**src/rtl/phase_sequencer.sv**
```systemverilog
// Multi-cycle phase generator for the core control decoder: phases 1..NPHASE per
// instruction, memory wait-state stalls with timeout, halt/resume and single-step.
module phase_sequencer #(
  parameter int NPHASE     = 5,
  parameter int PHASE_W    = 3,
  parameter int MEM_PHASE  = 3,
  parameter int WAIT_LIMIT = 8,
  parameter int CNT_W      = 16
) (
  input  logic               clk,
  input  logic               rst,
  input  logic               start,
  input  logic               step_mode,
  input  logic               hlt,
  input  logic               mem_ready,
  output logic [PHASE_W-1:0] phase,
  output logic               last_phase,
  output logic               retire,
  output logic               running,
  output logic               halted,
  output logic               timeout_err,
  output logic [CNT_W-1:0]   instr_count
);

  localparam int WW_RAW = $clog2(WAIT_LIMIT + 1);
  localparam int WW     = (WW_RAW < 1) ? 1 : WW_RAW;

  typedef enum logic [1:0] {
    S_IDLE  = 2'd0,
    S_RUN   = 2'd1,
    S_PAUSE = 2'd2,
    S_HALT  = 2'd3
  } state_t;

  state_t          state;
  logic [WW-1:0]   wait_cnt;
  logic            in_mem, stall, tmo_hit;

  assign last_phase = (phase == PHASE_W'(NPHASE));
  assign in_mem     = (phase == PHASE_W'(MEM_PHASE));
  assign stall      = in_mem && !mem_ready;
  // Timeout fires on the WAIT_LIMIT-th consecutive stalled cycle instead of holding.
  assign tmo_hit    = stall && (WAIT_LIMIT != 0) &&
                      (wait_cnt == WW'(WAIT_LIMIT - 1));

  always_ff @(posedge clk or posedge rst) begin
    if (rst) begin
      state       <= S_IDLE;
      phase       <= '0;
      retire      <= 1'b0;
      running     <= 1'b0;
      halted      <= 1'b0;
      timeout_err <= 1'b0;
      instr_count <= '0;
      wait_cnt    <= '0;
    end else begin
      retire <= 1'b0;
      case (state)
        S_RUN: begin
          if (hlt) begin
            state    <= S_HALT;
            phase    <= '0;
            running  <= 1'b0;
            halted   <= 1'b1;
            wait_cnt <= '0;
          end else if (tmo_hit) begin
            state       <= S_HALT;
            phase       <= '0;
            running     <= 1'b0;
            halted      <= 1'b1;
            timeout_err <= 1'b1;
            wait_cnt    <= '0;
          end else if (stall) begin
            if (wait_cnt != {WW{1'b1}}) wait_cnt <= wait_cnt + WW'(1);
          end else begin
            wait_cnt <= '0;
            if (last_phase) begin
              retire      <= 1'b1;
              instr_count <= instr_count + CNT_W'(1);
              if (step_mode) begin
                state   <= S_PAUSE;
                phase   <= '0;
                running <= 1'b0;
              end else begin
                phase <= PHASE_W'(1);
              end
            end else begin
              phase <= phase + PHASE_W'(1);
            end
          end
        end
        default: begin
          // IDLE, PAUSE and HALT all resume at phase 1 on start.
          if (start) begin
            if (state == S_HALT) timeout_err <= 1'b0;
            state    <= S_RUN;
            phase    <= PHASE_W'(1);
            running  <= 1'b1;
            halted   <= 1'b0;
            wait_cnt <= '0;
          end
        end
      endcase
    end
  end

endmodule

```
**config.mk**
```make
export PLATFORM = sky130hd
export DESIGN_NAME = phase_sequencer
export DESIGN_NICKNAME = d
export VERILOG_FILES = /design/src/rtl/phase_sequencer.sv
export SDC_FILE = /design/constraint.sdc
export NUM_CORES = 1
export LEC_CHECK = 0
export BUFFER_PORTS_ARGS = -buffer_cell sky130_fd_sc_hd__buf_2
export CORE_ASPECT_RATIO = 0.9
export CORE_UTILIZATION = 40
export CTS_CLUSTER_DIAMETER = 30
export DETAILED_ROUTE_END_ITERATION = 16
export GPL_TIMING_DRIVEN = 0
export PLACE_DENSITY = 0.75
export SLEW_MARGIN = 25
export SYNTH_ARGS = -nofsm -noshare
export SYNTH_HDL_FRONTEND = slang
export SYNTH_SLANG_ARGS = --single-unit
```
**constraint.sdc**
```tcl
create_clock -name clk -period 1.95 [get_ports clk]
set_clock_uncertainty 0.05 [all_clocks]
set_input_delay 0.2925 -clock clk [delete_from_list [all_inputs] [get_ports clk]]
set_output_delay 0.2925 -clock clk [all_outputs]
set_load 0.005 [all_outputs]
```
==> results_dict.tcl <==
set metrics [dict create \
    path_clk_slew_ps 60 \
    setup_slack_ps 111 \
    start_util_pct 42.3 \
    ioPinCount 30 \
    die_w_um 65.3 \
    routed_wl_mm 3.11 \
    finalHoldViolCount 0 \
    status "completed" \
    synth_top_area_share_pct 50.4 \
    grt_max_degree 30 \
    gp_congestion 0.949 \
    ys_ff_latch 29 \
    h-tree-depth 2 \
    crit_type "register to register" \
    maxUsedRoutingLayer "met4" \
    fmax_mhz 544 \
    finalPower_mw 1.60 \
    placed_cells 204 \
    drtAntennaViolNets 0 \
    synthesis.area_um2 1440 \
    avgRoutedWirePerCell_um 14.5 \
    fin_crit_sh_pct 94.3 \
    syn_inst 131 \
    finalMaxSlewViolations 0 \
    grt_pass1_wl_mm 5.15 \
    layout-drive-gt1-share_pct 31.0 \
    worst_slew_pin_slew_ps 571 \
    critPathArrivalTime_ps 1950 \
    nets 180 \
    diodes 0 \
    crit_buf_inv 0 \
    cts_tree "yes" \
    power_leakage_nw 0.867 \
    numPortBuffers 29 \
    routed_via_density 5.42 \
    post-route-util_pct 52.9 \
    clk_path_buf_depth 2 \
    grt-ovfl-total 0 \
    path_cells "and2_1 -> ha_2 -> nand2b_2 -> o31ai_2 -> a21oi_1 -> o32a_1" \
    dp_hpwl_mm 2.12 \
    fillCellCount 330 \
    met1_length_mm 1.40 \
    synth_flop_cell "dfrtp_1" \
    grt_use_total_pct 17.9 \
    netlist_top_cells_area "dfrtp_1 50%, xnor2_1 8.5%, nand4_1 3.0%" \
    met3_length_um 183 \
    die_area_um2 3840 \
    die_y_um 58.9 \
    synth_edf_count 0 \
    cts_sinks 29 \
    power_density_nw_per_um2 887 \
    critPathTopFamily "compound AO/OA/AOI/OAI gates" \
    critical_path.max_stage_delay_ps 410 \
    wl_met2_mm 1.47 \
    areaGrowthSynthToFinish_pct 25.0 \
    avgSynthCellArea_um2 11.0 \
    grt_pass1_vias 1163 \
    ys_types 40 \
    irDropWorstVdd_mv 0.454 \
    period_minus_slack_ps 1840 \
    yosysWarnings 0 \
    rsz0062_at_grt "false" \
    stdcell_count 215 \
    synth_seq_area_share_pct 50.4 \
    setup_tns_ps 0 \
    cp-start-kind "register" \
    cts_buffers 5 \
    drtPass1Iterations 4 \
    end_kind "register" \
    drt_iter0_markers 51 \
    fp-row-count 20 \
    cp_max_fo 7 \
    clock-root-buffer "clkbuf_8" \
    antenna_found_initial 0 \
    dpl_cell_area_um2 1640 \
    drv_cap 0 \
    dr_total_vias 1166 \
    synth_nets 140 \
    cp.required_ps 2060 \
    insertion_delay_ps 270 \
    relSlewSlack_pct 61.9 \
    hold_class "input port to asynchronous set/reset pin" \
    core_region_area_um2 3400 \
    netlist.top_cell.by_area "dfrtp_1" \
    fin_hold_ws_ps 18.1 \
    cp_slowest_cell "dfrtp_2" \
    async_reset_ff_share_pct 100 \
    drc_errors 0 \
    setup_viol 0 \
    pre_cts_ws_ps -141 \
    fin_area_um2 1800 \
]
cell usage after synthesis, drive strengths merged, types with 2 or more instances:
cell type,instances
a21oi,6
a31oi,3
and2,3
and3,5
and4,2
buf,2
dfrtp,29
ha,3
inv,5
mux2,2
nand2,8
nand2b,4
nand3,8
nand4,7
nor2,4
nor3,2
o211ai,2
o21ai,2
o22ai,2
xnor2,14
layout by cell type (no fill, tap or decap), drive strengths merged, types with 2 or more instances in the layout:
cell type / count
nand4: 7
a21oi: 6
a31oi: 3
dfrtp: 29
nor2: 4
nor3: 2
mux2: 2
xnor2: 14
nand2b: 4
clkbuf: 6
buf: 35
and4: 2
nand3: 8
o22ai: 2
and2: 3
and3: 5
o21ai: 2
inv: 5
o211ai: 2
ha: 3
nand2: 8
worst register-to-register path, cell delays in order, from the launching register on:
cell,delay (ps)
dfrtp_2,410
and2_1,150
ha_2,190
nand2b_2,120
o31ai_2,410
a21oi_1,80
o32a_1,290
final cells by class:
class | instances | area, um^2 | share of cell area, %
timing repair buffer | 33 | 179 | 9.94
buffer | 3 | 20.0 | 1.11
clock buffer | 5 | 68.8 | 3.82
inverter | 5 | 18.8 | 1.04
tap | 44 | 55.1 | 3.06
clock inverter | 2 | 35.0 | 1.95
multi-input combinational | 94 | 696 | 38.6
sequential | 29 | 728 | 40.4
power by group:
part | internal, mW | switching (mW) | total, mW
logic | 0.149 | 0.146 | 0.294
registers | 0.657 | 0.0582 | 0.716
clock network | 0.370 | 0.217 | 0.588
cell families after synthesis:
group	after synthesis	synth area share, %
AND/OR/NAND/NOR	51	22.2
flip-flops	29	50.4
AO/OA/AOI/OAI	22	10.8
XOR/XNOR	15	9.12
buffers and inverters	8	2.69
multiplexers	3	2.26
adder cells (fa/ha/maj)	3	2.61
worst paths after layout:
kind / depth (start not counted) / slack, ps / endpoint / from
worst min register to register: 1 / 420 / instr_count[15] / instr_count[15]
worst max register to register: 6 / 110 / phase[0] / phase[0]
worst max-delay path: 6 / 110 / phase[0] / phase[0]
worst min-delay path: 2 / 20 / instr_count[15] / rst
max in group asynchronous: 2 / 1410 / phase[0] / rst
min in group clk: 2 / 180 / state[0] / step_mode
state kept, by name, indices dropped and copies added (netlist names):
register,flops
instr_count,16
wait_cnt,4
phase,3
state,2
halted,1
retire,1
running,1
timeout_err,1
routing by layer:
layer  vias up  GRT usage, %
met5         -             0
met4         0          8.07
met3         9          6.59
met2        38          29.2
met1       558          21.2
li1        561             -
what timing repair did:
action,CTS,global route
pin swaps,1,1
gates resized for setup,3,6
cloned,0,1
endpoints found under the setup margin,13,20
hold buffers,0,0
hold endpoints to repair,0,0
buffers inserted,1,2
(Power assumes the default switching activity.)
